**src/rtl/seven_segment_reader.sv**
```systemverilog
// ============================================================================
// Module   : seven_segment_reader
// Purpose  : Captures a scanned, multiplexed 7-segment display bus. Each
//            {an_in, seg_in} dwell is qualified for stability, decoded back
//            to BCD and assembled into complete multi-digit frames.
// Revision : 1.0 - initial release
// ============================================================================
`default_nettype none

module seven_segment_reader #(
   parameter int NUM_DIGITS    = 4,
   parameter int STABLE_CYCLES = 4
) (
   input  logic                    clk,
   input  logic                    rst_n,
   input  logic [6:0]              seg_in,
   input  logic [NUM_DIGITS-1:0]   an_in,
   output logic [4*NUM_DIGITS-1:0] value_out,
   output logic                    frame_valid,
   output logic                    frame_err,
   output logic                    seq_err
);

   localparam int IDXW = (NUM_DIGITS > 1) ? $clog2(NUM_DIGITS) : 1;
   localparam logic [7:0]      C_CNT_FIRE = 8'(STABLE_CYCLES - 2);
   localparam logic [IDXW-1:0] C_IDX_ONE  = IDXW'(1);
   localparam logic [IDXW-1:0] C_IDX_LAST = IDXW'(NUM_DIGITS - 1);

   typedef enum logic [0:0] {SYNC = 1'b0, COLLECT = 1'b1} state_t;

   state_t                  r_state, w_state_nxt;
   logic [NUM_DIGITS-1:0]   r_an;
   logic [6:0]              r_seg;
   logic [7:0]              r_cnt;
   logic [IDXW-1:0]         r_exp, w_exp_nxt;
   logic                    r_acc, w_acc_nxt;
   logic [3:0]              r_slots [NUM_DIGITS];

   logic                    w_same, w_strobe, w_blank, w_onehot, w_illegal;
   logic [IDXW-1:0]         w_idx;
   logic [3:0]              w_nib;
   logic                    w_store, w_publish, w_seq;
   logic [4*NUM_DIGITS-1:0] w_frame;

   // Segment pattern (active-low, bit0=a) to {illegal, nibble}.
   function automatic logic [4:0] decode(input logic [6:0] seg);
      case (seg)
         7'b1000000: decode = 5'h00;
         7'b1111001: decode = 5'h01;
         7'b0100100: decode = 5'h02;
         7'b0110000: decode = 5'h03;
         7'b0011001: decode = 5'h04;
         7'b0010010: decode = 5'h05;
         7'b0000010: decode = 5'h06;
         7'b1111000: decode = 5'h07;
         7'b0000000: decode = 5'h08;
         7'b0010000: decode = 5'h09;
         default:    decode = 5'h1F;
      endcase
   endfunction

   // Dwell qualification: strobe once on the STABLE_CYCLES-th identical edge.
   always_comb begin
      w_same   = ({an_in, seg_in} == {r_an, r_seg});
      w_strobe = w_same && (r_cnt == C_CNT_FIRE);
      w_blank  = &r_an;
      w_onehot = $onehot(~r_an);
      {w_illegal, w_nib} = decode(r_seg);
      w_idx = '0;
      for (int k = 0; k < NUM_DIGITS; k++) begin
         if (!r_an[k]) w_idx = IDXW'(k);
      end
   end

   // Sample register and saturating dwell counter.
   always_ff @(posedge clk or negedge rst_n) begin
      if (!rst_n) begin
         r_an  <= '1;
         r_seg <= '1;
         r_cnt <= '0;
      end else begin
         r_an  <= an_in;
         r_seg <= seg_in;
         if (!w_same)             r_cnt <= '0;
         else if (r_cnt != 8'hFF) r_cnt <= r_cnt + 8'd1;
      end
   end

   // Frame-assembly next state: scan order tracking and publish decision.
   always_comb begin
      w_state_nxt = r_state;
      w_exp_nxt   = r_exp;
      w_acc_nxt   = r_acc;
      w_store     = 1'b0;
      w_publish   = 1'b0;
      w_seq       = 1'b0;
      if (w_strobe && !w_blank) begin
         if (!w_onehot) begin
            w_seq       = 1'b1;
            w_state_nxt = SYNC;
         end else if (r_state == SYNC) begin
            if (w_idx == '0) begin
               w_store     = 1'b1;
               w_acc_nxt   = w_illegal;
               w_exp_nxt   = C_IDX_ONE;
               w_state_nxt = COLLECT;
               if (NUM_DIGITS == 1) begin
                  w_publish   = 1'b1;
                  w_state_nxt = SYNC;
               end
            end
         end else begin
            if (w_idx == r_exp) begin
               w_store   = 1'b1;
               w_acc_nxt = r_acc | w_illegal;
               w_exp_nxt = r_exp + C_IDX_ONE;
               if (w_idx == C_IDX_LAST) begin
                  w_publish   = 1'b1;
                  w_state_nxt = SYNC;
               end
            end else if (w_idx == '0) begin
               // Scanner wrapped early: restart the frame quietly.
               w_store   = 1'b1;
               w_acc_nxt = w_illegal;
               w_exp_nxt = C_IDX_ONE;
            end else begin
               w_seq       = 1'b1;
               w_state_nxt = SYNC;
            end
         end
      end
   end

   // Candidate frame: stored slots with the digit being captured merged in.
   always_comb begin
      for (int k = 0; k < NUM_DIGITS; k++) begin
         w_frame[4*k +: 4] = (w_store && (w_idx == IDXW'(k))) ? w_nib : r_slots[k];
      end
   end

   // State, slot storage and published outputs.
   always_ff @(posedge clk or negedge rst_n) begin
      if (!rst_n) begin
         r_state     <= SYNC;
         r_exp       <= '0;
         r_acc       <= 1'b0;
         for (int k = 0; k < NUM_DIGITS; k++) r_slots[k] <= 4'h0;
         value_out   <= '0;
         frame_valid <= 1'b0;
         frame_err   <= 1'b0;
         seq_err     <= 1'b0;
      end else begin
         r_state     <= w_state_nxt;
         r_exp       <= w_exp_nxt;
         r_acc       <= w_acc_nxt;
         frame_valid <= w_publish;
         seq_err     <= w_seq;
         if (w_store) r_slots[w_idx] <= w_nib;
         if (w_publish) begin
            value_out <= w_frame;
            frame_err <= w_acc_nxt;
         end
      end
   end

endmodule

`default_nettype wire

```
**config.mk**
```make
export PLATFORM = sky130hd
export DESIGN_NAME = seven_segment_reader
export DESIGN_NICKNAME = d
export VERILOG_FILES = /design/src/rtl/seven_segment_reader.sv
export SDC_FILE = /design/constraint.sdc
export NUM_CORES = 1
export LEC_CHECK = 0
export ABC_CLOCK_PERIOD_IN_PS = 3900
export CORE_MARGIN = 2
export CORE_UTILIZATION = 50
export DETAILED_ROUTE_END_ITERATION = 10
export PLACE_DENSITY = 0.84
export SLEW_MARGIN = 5
export SYNTH_ARGS = -nofsm -noshare
export SYNTH_HDL_FRONTEND = slang
export SYNTH_SLANG_ARGS = --single-unit
```
**constraint.sdc**
```tcl
create_clock -name clk -period 3.9 [get_ports clk]
set_input_delay 0.585 -clock clk [delete_from_list [all_inputs] [get_ports clk]]
set_output_delay 0.585 -clock clk [all_outputs]
set_load 0.05 [all_outputs]
```
==> qor.yml <==
crit_family: "simple AND/OR/NAND/NOR gates"
max_slew_margin: 0.668
clockBufferDepth: 2
critical_path_buf_inv_count: 1
fin_area_mm2: 0.00315
grt_pass1_wl_um: 9090
cts.sinks: 54
crit_cells: 9
ant_nets: 0
pwr-share-seq: 0.568
async_flop_share: 1.00
antennaDiodeCount: 0
cts-htree-levels: 2
crit_path_frequent_cell: "ha_1"
wl_per_cell_um: 14.0
netSwitchingPower_uw: 234
synth_cells: 264
holdBufCountCts: 0
ys_seq_area_frac: 0.503
cap_violations: 0
overflow: 0
die_area_mm2: 0.00603
grt_max_degree: 38
routed_wl_um: 5090
hpwl_um: 3730
ys_warn_count: 0
ys_ff_latch: 54
fmax_ghz: 0.296
peakVddDrop_v: 0.000154
clk_pin_slew_worst_paths_ns: 0.10
maxSlewViolCount: 0
critPathMaxStageDelay_ns: 0.66
gp_congestion: 0.854
numCtsBuffers: 5
core_area_mm2: 0.00517
worstSetupPathType: "register to register"
cp.arrival_ns: 3.57
syn_nets: 283
fp-row-count: 26
power.internal_uw: 794
placed_area_mm2: 0.00304
tns_ns: 0
synth_edf_count: 0
tightest_slew_ns: 0.496
cts_tree: "done"
p_comb_frac: 0.069
antenna_found_initial: 0
ys_types: 59
utilization: 0.609
fin_skew_ns: 0.00875
die_h_um: 77.6
remaining_drc_errors: 0
clock-root-buffer: "clkbuf_8"
cp_slowest_cell: "dfstp_2"
clock_latency_ns: 0.31
cp.required_ns: 4.10
outcome: "completed"
reg2reg_depth: 9
fillers: 424
initial_utilization: 0.524
start_kind: "register"
critical_path.cell_chain: "fa_1 > inv_1 > ha_1 > ha_1 > nor3b_2 > nand4_2 > nor4_4 > and4_1 > mux2_1"
synth_area_per_cell_um2: 10.3
grt_pass1_vias: 1892
critical_path.max_fanout: 11
pwr-share-clk: 0.364
cts_resized: 0
report.final.hold_viol_count: 0
vias: 1993
viasPerCell: 5.49
p_leak_uw: 0.00140
cp-end-kind: "register"
syn2layout_area_growth_pct: 16.2
drt-initial-drc-count: 162
layout-drive-gt1-share: 0.126
finalSetupViolCount: 0
swShare: 0.228
finalPower_uw: 1030
io_pins: 32
track_usage: 0.190
drt-pass1-iter-count: 4
port_buffers: 31
hold_path.class: "input port to async pin"
rsz0062_at_grt: "no"
cts_post_setup_buffers_inserted: 0
die_w_um: 77.6
fin_nets: 311
finalCritPeriodShare: 0.865
synth_ff_type: "dfrtp_1"
synth_area_mm2: 0.00271
power_density_mw_per_mm2: 326
min_period_ns: 3.37
-- cell usage in the layout (no fill, tap or decap), types with 2 or more instances in the layout --
cell type	instances
a211oi_1	3
a21oi_1	7
a31oi_1	2
and2_1	2
and3_1	5
and4_1	2
buf_4	2
clkbuf_8	5
clkdlybuf4s50_1	30
dfrtp_1	43
dfstp_2	11
ha_1	5
inv_1	13
mux2_2	2
mux2i_1	2
nand2_1	31
nand3_1	9
nand4_1	4
nor2_1	26
nor2b_1	2
nor3_1	13
nor4_2	2
o21ai_0	12
o21ai_1	4
o22a_1	2
o22ai_1	2
or3_1	3
xnor2_1	13
xor2_1	4
-- logic make-up after synthesis --
| group | synth area share |
|---|---|
| xor+xnor | 0.0549 |
| compound gates | 0.115 |
| fa+ha+maj | 0.0305 |
| simple gates | 0.224 |
| buf+inv | 0.0466 |
| mux | 0.0254 |
| flops | 0.503 |
-- state kept, by name, summed over array words and instances (netlist names) --
| register | flops |
|---|---|
| r_exp | 2 |
| value_out | 16 |
| frame_err | 1 |
| frame_valid | 1 |
| r_cnt | 8 |
| r_an | 4 |
| r_acc | 1 |
| r_state | 1 |
| seq_err | 1 |
| r_seg | 7 |
| r_slots | 12 |
-- power groups by stage --
stage | Clock [uW] | Combinational [uW] | Sequential (uW)
5_1_grt | 413 | 80.9 | 586
2_1_floorplan | 0 | 46.5 | 587
4_1_cts | 382 | 72.1 | 584
6_report | 374 | 70.5 | 584
3_5_place_dp | 0 | 71.7 | 594
3_3_place_gp | 0 | 69.4 | 594
-- routing by layer --
layer / up-vias / share of wire / global-route usage
met3: 14 / 0.039 / 0.0326
met5: - / 0 / 0
met1: 939 / 0.46 / 0.259
met2: 63 / 0.48 / 0.301
li1: 977 / - / -
met4: 0 / 0.029 / 0.0786
-- final cells by class --
type,instances,area (um2),share of cell area
Multi-Input combinational cell,185,1220,0.387
Sequential cell,54,1370,0.433
Timing Repair Buffer,33,320,0.102
Inverter,13,48.8,0.0155
Clock buffer,6,72.6,0.0230
Clock inverter,2,37.5,0.0119
Tap cell,70,87.6,0.0278
-- worst register-to-register path, stage by stage, from the launching register on --
cell     delay (ns)
dfstp_2        0.66
fa_1           0.44
inv_1          0.06
ha_1           0.15
ha_1           0.24
nor3b_2        0.29
nand4_2        0.21
nor4_4         0.48
and4_1         0.39
mux2_1         0.34
-- cell usage after synthesis (3+ instances only) --
library cell,count,area share
dfrtp_1,43,0.40
nand2_1,31,0.043
nor2_1,26,0.036
inv_1,13,0.018
nor3_1,13,0.024
xnor2_1,13,0.042
o21ai_0,12,0.022
dfstp_2,11,0.11
nand3_1,9,0.017
a21oi_1,7,0.013
and3_1,5,0.012
ha_1,5,0.023
clkbuf_1,4,0.0055
nand4_1,4,0.0092
o21ai_1,4,0.0074
xor2_1,4,0.013
a211oi_1,3,0.0083
buf_6,3,0.012
or3_1,3,0.0069
-- through the flow --
step	setup slack, ns	std cells	hold slack (ns)
finish	0.526	363	0.174
global route	0.308	363	0.199
CTS	0.526	363	0.189
detailed placement	0.536	355	0.460
global placement	0.699	355	0.450
floorplan	0.855	264	0.289
-- path summary, 6_finish.rpt --
path | startpoint | slack (ns) | endpoint
min in group clk | value_out[5]$_DFFE_PN0P_ | 0.48 | value_out[5]$_DFFE_PN0P_
worst min register to register | value_out[5]$_DFFE_PN0P_ | 0.48 | value_out[5]$_DFFE_PN0P_
max in group asynchronous | rst_n | 2.90 | r_an[2]$_DFF_PN1_
worst min-delay path | rst_n | 0.17 | value_out[0]$_DFFE_PN0P_
worst max register to register | r_an[3]$_DFF_PN1_ | 0.53 | r_slots[6]$_DFFE_PN0P_
worst max-delay path | r_an[3]$_DFF_PN1_ | 0.53 | r_slots[6]$_DFFE_PN0P_
Power figures use the tool's default switching activity.
